**src/rtl/note_slot_scheduler.sv**
```systemverilog
`default_nettype none
// ============================================================================
// Module   : note_slot_scheduler
// Brief    : Beat-scheduled chart fetch, lane-to-slot allocation and per-frame
//            movement of falling notes. Define LOOP_CHART_EN to repeat the chart.
// Revision : 1.0 - initial release
// ============================================================================
module note_slot_scheduler #(
    parameter int NUM_SLOTS       = 8,
    parameter int CHART_AW        = 5,
    parameter int SCREEN_H        = 480,
    parameter int SPEED           = 1,
    parameter int FRAMES_PER_BEAT = 120
) (
    input  logic                    clk,
    input  logic                    reset,
    input  logic                    start,
    input  logic                    frame_tick,
    output logic [CHART_AW-1:0]     chart_addr,
    input  logic [3:0]              chart_data,
    output logic [NUM_SLOTS-1:0]    slot_valid,
    output logic [2*NUM_SLOTS-1:0]  slot_lane,
    output logic [10*NUM_SLOTS-1:0] slot_y,
    output logic                    overflow,
    output logic                    chart_done
);

    localparam int c_CNT_W = (FRAMES_PER_BEAT > 1) ? $clog2(FRAMES_PER_BEAT) : 1;
    localparam logic [c_CNT_W-1:0] c_BEAT_LAST = c_CNT_W'(FRAMES_PER_BEAT - 1);
    localparam logic [10:0]        c_SPEED     = 11'(SPEED);
    localparam logic [10:0]        c_SCREEN_H  = 11'(SCREEN_H);
`ifdef LOOP_CHART_EN
    localparam logic c_LOOP = 1'b1;
`else
    localparam logic c_LOOP = 1'b0;
`endif

    typedef enum logic [2:0] {
        S_IDLE  = 3'd0,
        S_FETCH = 3'd1,
        S_LATCH = 3'd2,
        S_ALLOC = 3'd3,
        S_WAIT  = 3'd4,
        S_DONE  = 3'd5
    } state_t;

    state_t                r_state;
    state_t                w_state_nxt;
    logic [CHART_AW-1:0]   r_addr;
    logic [3:0]            r_mask;
    logic [c_CNT_W-1:0]    r_cnt;
    logic                  r_overflow;
    logic [NUM_SLOTS-1:0]  r_valid;
    logic [1:0]            r_lane [NUM_SLOTS];
    logic [9:0]            r_y    [NUM_SLOTS];

    logic [1:0]            w_lane;
    logic [3:0]            w_lane_bit;
    logic [3:0]            w_mask_nxt;
    logic [NUM_SLOTS-1:0]  w_free;
    logic [NUM_SLOTS-1:0]  w_pick;
    logic                  w_any_free;
    logic                  w_alloc_en;
    logic                  w_last_addr;
    logic                  w_beat;
    logic [10:0]           w_sum [NUM_SLOTS];

    // Lowest lane index first: bit3 is lane 0.
    always_comb begin
        w_lane     = 2'd0;
        w_lane_bit = 4'b0000;
        casez (r_mask)
            4'b1???: begin w_lane = 2'd0; w_lane_bit = 4'b1000; end
            4'b01??: begin w_lane = 2'd1; w_lane_bit = 4'b0100; end
            4'b001?: begin w_lane = 2'd2; w_lane_bit = 4'b0010; end
            4'b0001: begin w_lane = 2'd3; w_lane_bit = 4'b0001; end
            default: begin w_lane = 2'd0; w_lane_bit = 4'b0000; end
        endcase
    end

    // Free slots are judged on the registered valid, so a slot retired this
    // cycle only becomes allocatable on the next one.
    assign w_mask_nxt  = r_mask & ~w_lane_bit;
    assign w_free      = ~r_valid;
    assign w_pick      = w_free & (~w_free + NUM_SLOTS'(1));
    assign w_any_free  = |w_free;
    assign w_alloc_en  = (r_state == S_ALLOC) && (|r_mask);
    assign w_last_addr = (r_addr == {CHART_AW{1'b1}});
    assign w_beat      = frame_tick && (r_cnt == c_BEAT_LAST);

    always_comb begin
        for (int i = 0; i < NUM_SLOTS; i++) begin
            w_sum[i] = {1'b0, r_y[i]} + c_SPEED;
        end
    end

    always_comb begin
        w_state_nxt = r_state;
        case (r_state)
            S_IDLE:  if (start) w_state_nxt = S_FETCH;
            S_FETCH: w_state_nxt = S_LATCH;
            S_LATCH: w_state_nxt = S_ALLOC;
            S_ALLOC: begin
                if (w_mask_nxt == 4'b0000) begin
                    w_state_nxt = (c_LOOP || !w_last_addr) ? S_WAIT : S_DONE;
                end
            end
            S_WAIT:  if (w_beat) w_state_nxt = S_FETCH;
            S_DONE:  w_state_nxt = S_DONE;
            default: w_state_nxt = S_IDLE;
        endcase
    end

    always_ff @(posedge clk) begin
        if (reset) begin
            r_state <= S_IDLE;
        end else begin
            r_state <= w_state_nxt;
        end
    end

    always_ff @(posedge clk) begin
        if (reset) begin
            r_addr     <= '0;
            r_mask     <= 4'b0000;
            r_cnt      <= '0;
            r_overflow <= 1'b0;
        end else begin
            case (r_state)
                S_IDLE: begin
                    if (start) r_addr <= '0;
                end
                S_LATCH: begin
                    r_mask <= chart_data;
                end
                S_ALLOC: begin
                    r_mask <= w_mask_nxt;
                    if ((|r_mask) && !w_any_free) r_overflow <= 1'b1;
                end
                S_WAIT: begin
                    // Address wraps naturally, which replays the chart when looping.
                    if (w_beat) begin
                        r_cnt  <= '0;
                        r_addr <= r_addr + CHART_AW'(1);
                    end else if (frame_tick) begin
                        r_cnt <= r_cnt + c_CNT_W'(1);
                    end
                end
                default: begin
                end
            endcase
        end
    end

    // Allocation only ever targets an invalid slot and movement only touches
    // valid ones, so the two never collide on the same slot.
    always_ff @(posedge clk) begin
        if (reset) begin
            r_valid <= '0;
            for (int i = 0; i < NUM_SLOTS; i++) begin
                r_lane[i] <= 2'd0;
                r_y[i]    <= 10'd0;
            end
        end else begin
            for (int i = 0; i < NUM_SLOTS; i++) begin
                if (w_alloc_en && w_pick[i]) begin
                    r_valid[i] <= 1'b1;
                    r_lane[i]  <= w_lane;
                    r_y[i]     <= 10'd0;
                end else if ((r_state != S_IDLE) && frame_tick && r_valid[i]) begin
                    if (w_sum[i] >= c_SCREEN_H) begin
                        r_valid[i] <= 1'b0;
                    end else begin
                        r_y[i] <= w_sum[i][9:0];
                    end
                end
            end
        end
    end

    generate
        for (genvar g = 0; g < NUM_SLOTS; g++) begin : g_pack
            assign slot_lane[2*g +: 2]  = r_lane[g];
            assign slot_y[10*g +: 10]   = r_y[g];
        end
    endgenerate

    assign slot_valid = r_valid;
    assign chart_addr = r_addr;
    assign overflow   = r_overflow;
    assign chart_done = !c_LOOP && (r_state == S_DONE) && (r_valid == '0);

endmodule
`default_nettype wire
```
**config.mk**
```make
export PLATFORM = sky130hd
export DESIGN_NAME = note_slot_scheduler
export DESIGN_NICKNAME = d
export VERILOG_FILES = /design/src/rtl/note_slot_scheduler.sv
export SDC_FILE = /design/constraint.sdc
export NUM_CORES = 1
export LEC_CHECK = 0
export ABC_CLOCK_PERIOD_IN_PS = 8400
export CORE_MARGIN = 2
export CORE_UTILIZATION = 50
export DETAILED_ROUTE_END_ITERATION = 16
export PLACE_DENSITY = 0.87
export SLEW_MARGIN = 20
export SYNTH_ARGS = -nofsm -noshare
export SYNTH_HDL_FRONTEND = slang
export SYNTH_SLANG_ARGS = --single-unit
```
**constraint.sdc**
```tcl
create_clock -name clk -period 8.4 [get_ports clk]
set_input_delay 2.52 -clock clk [delete_from_list [all_inputs] [get_ports clk]]
set_output_delay 2.52 -clock clk [all_outputs]
set_load 0.02 [all_outputs]
```
==> results.md, run 1 <==
* Commonest cells in the netlist: nor2_1 (116), edfxtp_1 (96), nand2_1 (63)
* Area fraction in and, or, nand and nor cells after synthesis at between 20% and 30%
* Synth Register Bits at between 100 and 150
* Last weighted congestion value of the routability-driven placer at 0.9189
* Series of cell instances along the critical path: clkdlybuf4s50_1 -> o31ai_2 -> buf_4 -> nor2_2 -> o2111ai_2 -> nand3_1
* Uppermost signal routing layer after detailed routing: met4
* Vias in the first global route at 5,134
* Combinational family with the most area after synthesis: simple AND/OR/NAND/NOR gates
* Cell type with the highest aggregate area in the netlist: edfxtp_1
* Area contributors post-synth: edfxtp_1 (45%), dfxtp_1 (8.7%), nor2_1 (6.8%), xnor2_1 (4.5%), xor2_1 (4.0%)
* Final clock skew at between 0.006 and 0.007 ns
* Number of clock sinks seen by CTS at roughly 120
* Share of the synthesized netlist area taken by xor and xnor gates at under 10%
* Horizontal extent of the die at between 100 and 150 microns
* Unrepaired setup endpoints after global routing: false
* Count leader, synth: nor2_1
* Critical path data required time at 8.45 ns
* Count of endpoints failing hold in the final timing report at 0
* H-tree Lvls at 4
* Clock latency on the worst-skew pair at 0.41 ns
* Starting DRC count in detailed routing at about 500
* Crit path max fanout at 12
* Detail Route met2 WL at 7819 microns
* Pwr per Cell Area at 191.7 nW/um^2
* Y dimension of the die at 117.3 microns
* Area share of fa/ha/maj cells after synthesis at 2.143%
* Number of hold buffers added after cts at 0
* Count of standard-cell rows at between 40 and 50
* Global routing usage summed across all routing layers at between 20% and 30%
* Sequential element share of the synthesized area at 53.61%
* Standard cell with the maximum stage delay on the critical path: nor2_2
* Clock tree from TritonCTS: yes
* Outcome: complete, no violations
* Hold WC Path Type: reg -> reg
* Drt first pass iters at 5
* Final #Nets at between 700 and 800
* Hold worst-path end: r_cnt[6]
* Number of synthesized flops with an enable pin at 96
* Beginning of the worst hold path: r_cnt[6]
* Fraction of registers with async set/reset at 0%
* Total negative setup slack at 0 ns
* Syn Inst Count at 634
* DPL Wire Length at 11,000 microns
* Final standard cell utilization of the core at between 60% and 70%
* Num CTS Buffers at 17
* Metal-1 WL at approximately 6300 microns
* Slack of the worst reg-to-reg path at about 5.5 ns
* Floorplan die area at 13,770 sq um
* Data arrival time of the critical path at ~4.9 ns
* Number of max-slew violations in the final report at 0
* DRC at 0
* Hold path depth at 2
* Complex-gate fraction of the synthesized area at approximately 8.9%
* Worst flop-to-flop path endpoint: r_y[1][3]
* PostCTS Resize Cnt at 0
* Critical Path Source Type: primary input
* Most instantiated flip-flop cell in the synthesis netlist: edfxtp_1
* Total leakage power at about 0.0029 uW
* CTS root buffer: clkbuf_16
* Warnings, synthesis at 0
* DR vias/cell at 5.709
* Remaining max-slew budget at the tightest pin at a little under two fifths
* Number of max-cap violations at 0
* Area delta synth->final at 31.29%
* Effective utilization at floorplan at 51.10%
* Path depth of the worst reg2reg path at 5
* Met3 WL post-DR at about 1000 microns
* Mux share of post-synthesis cell area at under 10%
* Netlist area before placement at 6422 sq um
* Register clock-pin slew on the reported worst setup and hold paths at roughly 0.06 ns
* Maximum count of clock buffers along a single path at 2
* Post-layout minimum cycle time at just under 5 ns
* Final setup violation count at 0
* Average wire per standard cell at roughly 16 microns
* Detailed Route WL at approximately 15,000 microns
* Setup crit end kind: flip-flop
* Number of I/O pins at between 100 and 150
* Number of antenna violations at the first check in global routing at 0
* Number of buffers added for setup after CTS at 0
* Post-route ant nets at 0
* Wire length of the first global-routing pass at approximately 25,000 microns
* Peak supply drop at about 0.12 mV
* Maximum number of pins on one net before global-route repair at 28
* Final worst-path cycle share at approximately 58%
* Area of the core at 12,570 sq um
* Yosys cell types at 58
* Share of the synthesized area in the top cell type at 44.89%
* Vias at 5,395
* Beginning of the worst register-to-register path: r_state[0]
* Worst-margin pin slew at about 0.95 ns
* Aggregate global routing overflow at 0
* Syn_area_per_cell at roughly 10 sq um
* Worst Setup Path Type: in -> reg
* Number of buffer cells added on primary ports at about 120
* Antenna Diode Count at 0
* Crit-path max cell delay at 0.62 ns
* Peak clock frequency supported by timing at roughly 200 MHz
* Share of final-layout standard cells stronger than drive strength 1 at between 6 and 7%
stage by stage:
stage	total power (uW)	instances	area [sq um]	hold WS, ns	worst slack, ns
6_report	1617	945	8432	0.5172	3.507
5_1_grt	1666	945	8432	0.5556	3.298
4_1_cts	1622	945	8421	0.5142	3.501
3_5_place_dp	888.9	913	7797	0.4982	3.084
3_3_place_gp	882.3	913	7797	0.4920	3.164
2_1_floorplan	821.2	641	6449	0.4673	3.959
logic make-up after synthesis:
family	Yosys count
muxes	9
AOI/OAI and AO/OA	78
adders and majority gates	11
other	1
xor gates and xnor gates	62
DFF	124
buffers and inverters	36
and+or+nand+nor	313
where the power goes:
group / internal, uW / switching (uW) / leakage (uW)
combinational: 65.2 / 90.8 / 0.00133
clock: 479 / 257 / 0.000310
sequential: 686 / 37.7 / 0.00121
area by class of cell:
type / count / area, sq um
clock buffer: 26 / 584.3
clock inverter: 6 / 38.79
fill: 944 / 4136
inverter: 15 / 56.30
multi-input combinational: 481 / 2890
sequential: 124 / 3443
tap: 172 / 215.2
timing repair buffer: 121 / 1204
routing by layer:
layer / up-vias / global-route usage, %
met4: 0 / 8.961
li1: 2555 / -
met3: 19 / 3.988
met1: 2590 / 28.24
met2: 231 / 38.01
met5: - / 0
flip-flops by register name (all words and copies together), names as in the netlist:
signal and count:
overflow 1, r_cnt 7, r_lane 16, r_mask 4
chart_addr 5, slot_valid 8, r_state 3, r_y 80
worst max path at each step:
stage / start / end / slack [ns]
CTS: frame_tick / r_y[1][3] / 3.50
floorplan: frame_tick / r_y[1][30] / 3.96
detailed placement: frame_tick / r_y[1][7] / 3.08
finish: frame_tick / r_y[1][3] / 3.51
global placement: frame_tick / r_y[1][7] / 3.16
global route: frame_tick / r_y[1][3] / 3.30
cells in the final DEF, fill, tap and decap left out, types with 4 or more instances in the layout:
| cell type | netlist | routed |
|---|---|---|
| ha_1 | 11 | 11 |
| and3_1 | 4 | 4 |
| edfxtp_1 | 96 | 96 |
| inv_1 | 15 | 15 |
| a21oi_1 | 24 | 24 |
| nor2_1 | 116 | 115 |
| or3_1 | 7 | 7 |
| nor4_1 | 9 | 9 |
| a31oi_1 | 6 | 6 |
| o21ai_0 | 12 | 12 |
| dfxtp_1 | 28 | 28 |
| xnor2_1 | 33 | 33 |
| clkbuf_16 | 0 | 21 |
| nand4_1 | 15 | 15 |
| nand2_1 | 63 | 63 |
| nand2b_1 | 4 | 4 |
| clkbuf_8 | 0 | 4 |
| clkdlybuf4s50_1 | 0 | 118 |
| mux2i_1 | 8 | 8 |
| xor2_1 | 29 | 29 |
| conb_1 | 1 | 8 |
| nand3_1 | 45 | 45 |
| nand4b_1 | 4 | 4 |
| a22oi_1 | 4 | 4 |
| o211ai_1 | 6 | 6 |
| nor3_1 | 20 | 20 |
critical path: cells and delay by family:
kind                   cells  cell delay [ns]
and+or+nand+nor            2             1.15
buffers and inverters      2             0.72
AOI/OAI and AO/OA          2             0.54
(Power assumes the default switching activity.)
==> run 2: changes to the inputs <==
--- a/config.mk
+++ b/config.mk
@@ -5,9 +5,9 @@
 export SDC_FILE = /design/constraint.sdc
 export NUM_CORES = 1
 export LEC_CHECK = 0
-export ABC_CLOCK_PERIOD_IN_PS = 8400
+export ABC_CLOCK_PERIOD_IN_PS = 4200
 export CORE_MARGIN = 2
-export CORE_UTILIZATION = 50
+export CORE_UTILIZATION = 48
 export DETAILED_ROUTE_END_ITERATION = 16
 export PLACE_DENSITY = 0.87
 export SLEW_MARGIN = 20
==> constraint.sdc (replaced) <==
create_clock -name clk -period 4.2 [get_ports clk]
set_input_delay 1.26 -clock clk [delete_from_list [all_inputs] [get_ports clk]]
set_output_delay 1.26 -clock clk [all_outputs]
set_load 0.02 [all_outputs]
==> results.md, run 2 (synthesized netlist as in run 1, its figures left out) <==
* Final standard cell utilization of the core at around 64%
* H-tree Lvls at 4
* Beginning of the worst hold path: overflow
* Commonest non-fill, non-tap cells in the layout: clkdlybuf4s50_1 (118), nor2_1 (115), edfxtp_1 (96), nand2_1 (63), nand3_1 (45)
* Worst-margin pin slew at between 0.8 and 0.9 ns
* Peak clock frequency supported by timing at roughly 270 MHz
* Number of antenna violations at the first check in global routing at 0
* Number of max-slew violations in the final report at 0
* Effective utilization at floorplan at roughly 49%
* Detailed Route WL at 15,130 microns
* Placed cell count at a little over 900
* Y dimension of the die at roughly 120 microns
* Post-route ant nets at 0
* Series of cell instances along the critical path: nor2b_1 -> nand4b_1 -> nor4_1 -> clkdlybuf4s50_1
* Wire length of the first global-routing pass at between 20,000 and 25,000 microns
* Count of standard-cell rows at 42
* Maximum count of clock buffers along a single path at 2
* Post-layout minimum cycle time at between 3 and 4 ns
* Hold WC Path Type: reg -> reg
* Worst Setup Path Type: reg -> out
* Count of endpoints failing hold in the final timing report at 0
* Total negative setup slack at 0 ns
* Starting DRC count in detailed routing at between 400 and 500
* DPL Wire Length at about 11,000 microns
* Remaining max-slew budget at the tightest pin at between 40% and 50%
* Antenna Diode Count at 0
* DRC at 0
* Clock latency on the worst-skew pair at 0.41 ns
* Pwr per Cell Area at about 380 nW/um^2
* Aggregate global routing overflow at 0
* Area of the core at 13,140 sq um
* Drt first pass iters at 5
* Maximum number of pins on one net before global-route repair at 22
* Cell family with the largest share of critical-path delay: simple AND/OR/NAND/NOR gates
* DR vias/cell at 5.588
* Crit path max fanout at 11
* Final #Nets at roughly 780
* Final setup violation count at 0
* Number of buffers added for setup after CTS at 0
* Smallest hold slack at ~0.5 ns
* Clock tree from TritonCTS: yes
* Number of max-cap violations at 0
* Area delta synth->final at 31.25%
* Beginning of the worst register-to-register path: r_y[0][30]
* Peak supply drop at between 0.2 and 0.3 mV
* Average wire per standard cell at around 16 microns
* Final cell count without fillers at 953
* CTS root buffer: clkbuf_16
* Number of I/O pins at approximately 120
* Most common cell after layout, fill and taps aside: clkdlybuf4s50_1
* Number of buffer cells added on primary ports at about 120
* Num CTS Buffers at 17
* Post-route design area at between 8000 and 9000 sq um
* Total cell area at the placement stage at roughly 8000 sq um
* PostCTS Resize Cnt at 0
* Data arrival time of the critical path at between 2 and 2.5 ns
* Outcome: complete, no violations
* Final worst-path cycle share at 87.53%
* Largest register FFs at 80
* Register clock-pin slew on the reported worst setup and hold paths at about 0.05 ns
* Standard cell with the maximum stage delay on the critical path: clkdlybuf4s50_1
* Crit-path max cell delay at between 0.7 and 0.8 ns
* Worst setup path startpoint: r_state[2]
* Number of hold buffers added after cts at 0
* Total leakage power at roughly 0.0028 uW
* Final clock skew at about 0.008 ns
* Share of final-layout standard cells stronger than drive strength 1 at 6.821%
* Global routing usage summed across all routing layers at between 20% and 30%
* Number of clock sinks seen by CTS at roughly 120
* Vias in the first global route at between 5,000 and 6,000
* Most flops, register: r_y
* Setup crit end kind: output pin
* Critical Path Source Type: flip-flop
* Critical path data required time at roughly 2.9 ns
* Unrepaired setup endpoints after global routing: false
* Floorplan die area at roughly 14,000 sq um
* Horizontal extent of the die at 119.7 microns
* Last weighted congestion value of the routability-driven placer at a little under 0.9
* Vias at 5,325
* Count of buffering cells on the critical path with inverters included at 1
==> run 2: changes by cell type in the layout (fill, tap and decap cells not counted), moves of 2 or more <==
cell,before,now
buf_4,3,7
clkinv_1,0,2
inv_4,2,0
bufinv_16,0,3
clkbuf_1,1,4
clkbuf_16,21,17
==> run 2: layout make-up <==
cell class,instances,area (sq um)
tap,176,220.2
inverter,15,56.30
timing repair buffer,125,1234
clock buffer,24,481.7
clock inverter,8,115.1
fill,1012,4708
multi-input combinational,481,2879
sequential,124,3443
==> run 2: power breakdown <==
part / internal [uW] / total (uW) / switching (uW)
clock network: 974 / 1460 / 484
registers: 1370 / 1450 / 72.2
logic: 133 / 318 / 184
==> run 2: final timing paths <==
path                                   end  cells past startpoint  slack, ns
worst max-delay path            chart_done                      4       0.52
worst min-delay path              overflow                      2       0.50
worst max register to register  r_y[0][36]                      6       1.56
worst min register to register    overflow                      2       0.50
==> run 2: layer usage <==
layer	GRT usage [%]	vias to the layer above	share of wire [%]
li1	-	2547	-
met4	8.456	0	1.8
met5	0	-	0
met3	4.563	20	6.4
met2	34.82	223	48
met1	28.20	2535	44
==> run 2: worst reg2reg max path: stages (launching register included) <==
cell and delay, ns:
edfxtp_1 0.52, ha_1 0.28, a21bo_2 0.25, or4b_1 0.48
o211a_2 0.19, o2111ai_4 0.37, nand2b_2 0.25
==> run 2: per-stage QoR <==
stage               total power (uW)  worst slack, ns
floorplan                       1642            1.019
global placement                1775           0.8476
detailed placement              1783           0.7621
CTS                             3232           0.5397
global route                    3321           0.4033
finish                          3221           0.5235
==> run 3: changes to the inputs <==
--- a/config.mk
+++ b/config.mk
@@ -6,8 +6,10 @@
 export NUM_CORES = 1
 export LEC_CHECK = 0
 export ABC_CLOCK_PERIOD_IN_PS = 4200
+export CAP_MARGIN = 25
 export CORE_MARGIN = 2
 export CORE_UTILIZATION = 48
+export CTS_CLUSTER_DIAMETER = 120
 export DETAILED_ROUTE_END_ITERATION = 16
 export PLACE_DENSITY = 0.87
 export SLEW_MARGIN = 20
==> results of run 3 <==
The final DEF is identical to that of run 2; final timing and power are the same.
==> patch (flow settings as in run 2) <==
Re-encode `state_t` (6 states) as one-hot, 6 bits wide.
--- a/src/rtl/note_slot_scheduler.sv
+++ b/src/rtl/note_slot_scheduler.sv
@@ -37,9 +37,9 @@
 
-    typedef enum logic [2:0] {
-        S_IDLE  = 3'd0,
-        S_FETCH = 3'd1,
-        S_LATCH = 3'd2,
-        S_ALLOC = 3'd3,
-        S_WAIT  = 3'd4,
-        S_DONE  = 3'd5
+    typedef enum logic [5:0] {
+        S_IDLE  = 6'b000001,
+        S_FETCH = 6'b000010,
+        S_LATCH = 6'b000100,
+        S_ALLOC = 6'b001000,
+        S_WAIT  = 6'b010000,
+        S_DONE  = 6'b100000
     } state_t;
Behaviour: no difference found for any inputs over 10 cycles, from zero or initial values and one cycle with reset high; not proved beyond that.
==> patch against run 2 <==
- global-route usage shrank 0.22 points
- cell count grew 1.8%
- worst setup slack gained 0.34 ns
- wire length up 3.0%
- via count grew 2.1%
- maximum frequency rose by 10%
- synthesized area up 2.8%
- sequential cell count is 3 higher
- critical path type is now primary input to flip-flop
- hold slack got worse by 0.019 ns
- largest cell class unchanged
- power down 3.6%
- clock power is 5% lower
- design area grew 1.8%
==> patch: results (changes against run 2) <==
* Distinct cells, synth at 71 (was 58)
* Vias at 5436 (was 5325)
* NumNets Final at 800 (was 783)
* Routability Congestion at 0.848 (was 0.879)
* Worst R2R Start: r_y[1][30]$_SDFFCE_PP0P_ (was r_y[0][30]$_SDFFCE_PN0P_)
* Met2 Usage GRT at 0.341 (was 0.348)
* Vias in the first global route at 5073 (was 5032)
* Clk_skew at 0.00766 ns (was 0.00810 ns)
* GR Util All Layers at 0.212 (was 0.215)
* Commonest cells post-synth: nor2_1 (119), edfxtp_1 (96), nand2_1 (52) (was nor2_1 (116), edfxtp_1 (96), nand2_1 (63))
* GR met3 Demand/Resource at 0.0484 (was 0.0456)
* Status: finished clean (unchanged)
* Dpl cells at 938 (was 921)
* Largest net degree at the start of global routing at 18 (was 22)
* Synth Area in Adders at 0.0224 (was 0.0214)
* Seq/Total Area, Yosys at 0.530 (was 0.536)
* Share of cells above drive strength 1 at 0.0642 (was 0.0682)
* Drt pass-1 iters at 7 (was 5)
* Leakage at 2.99 nW (was 2.85 nW)
* Crit-path max cell delay at 0.58 ns (was 0.71 ns)
* Placement-stage cell area at 0.00801 mm² (was 0.00783 mm²)
* Largest cells by area after synthesis: edfxtp_1 (44%), dfxtp_1 (9.4%), nor2_1 (6.8%) (was edfxtp_1 (45%), dfxtp_1 (8.7%), nor2_1 (6.8%))
* DR vias/cell at 5.60 (was 5.59)
* Reg-to-reg endpoint: r_y[1][38]$_SDFFCE_PP0P_ (was r_y[0][36]$_SDFFCE_PN0P_)
* Hold path endpoint: r_cnt[1]$_SDFFE_PP0P_ (was overflow$_SDFFE_PP0P_)
* Post-synthesis xor/xnor area fraction at 0.0782 (was 0.0846)
* HP Start: r_cnt[1]$_SDFFE_PP0P_ (was overflow$_SDFFE_PP0P_)
* Flop2flop setup slack at 1.19 ns (was 1.56 ns)
patch: changes by cell type in the layout (fill, tap and decap cells not counted), sizes merged, moves of 3 or more:
| cell | before | now |
|---|---|---|
| clkbuf | 24 | 28 |
| dfxtp | 28 | 31 |
| or2 | 2 | 7 |
| bufinv | 3 | 0 |
| nand3 | 46 | 43 |
| nand2 | 63 | 52 |
| and2 | 1 | 5 |
| a21oi | 24 | 13 |
| a31oi | 6 | 3 |
| and3 | 4 | 8 |
| nor2 | 116 | 120 |
| nor4 | 9 | 12 |
| a21o | 3 | 6 |
| nor2b | 3 | 6 |
patch: area by class of cell:
class | instances | area, µm²
Fill cell | 1063 | 4770
Clock buffer | 28 | 549
Inverter | 18 | 67.6
Tap cell | 176 | 220
Clock inverter | 4 | 20.0
Multi-Input combinational cell | 493 | 2990
Sequential cell | 127 | 3500
Timing Repair Buffer | 124 | 1230
patch: cells by family (layout without fill, tap and decap cells):
kind of cell    count (synthesis)  count (layout)
simple gates                  324             324
flops                         127             127
compound gates                 82              82
xor+xnor                       59              59
buf+inv                        35             174
fa+ha+maj                      12              12
mux                             8               8
other cells                     1               8
patch: critical path: cells and delay by family:
| family | cells | cell delay, ns |
|---|---|---|
| compound gates | 1 | 0.14 |
| simple gates | 3 | 1.16 |
| buf+inv | 2 | 0.81 |
patch: worst max-delay path by stage:
| stage | startpoint | cells past startpoint | end |
|---|---|---|---|
| 2_1_floorplan | reset | 4 | r_y[1][10]$_SDFFCE_PN0P_ |
| 3_3_place_gp | frame_tick | 6 | r_y[1][10]$_SDFFCE_PN0P_ |
| 3_5_place_dp | frame_tick | 6 | r_y[1][15]$_SDFFCE_PN0P_ |
| 4_1_cts | frame_tick | 6 | r_y[1][15]$_SDFFCE_PN0P_ |
| 5_1_grt | frame_tick | 6 | r_y[0][32]$_SDFFCE_PN0P_ |
| 6_report | frame_tick | 6 | r_y[0][39]$_SDFFCE_PN0P_ |
patch: layer usage:
| layer | up-vias | routed length (µm) |
|---|---|---|
| met5 | - | 0 |
| met4 | 0 | 448 |
| met3 | 29 | 1090 |
| met2 | 218 | 7320 |
| met1 | 2557 | 6720 |
| li1 | 2632 | - |
patch: power groups by stage:
stage | registers, W | logic (W) | clock network (W)
after global placement | 0.00147 | 0.000273 | 0
final | 0.00145 | 0.000281 | 0.00138
after floorplan | 0.00150 | 0.000123 | 0
after detailed placement | 0.00147 | 0.000276 | 0
after global routing | 0.00145 | 0.000302 | 0.00144
after CTS | 0.00145 | 0.000281 | 0.00139
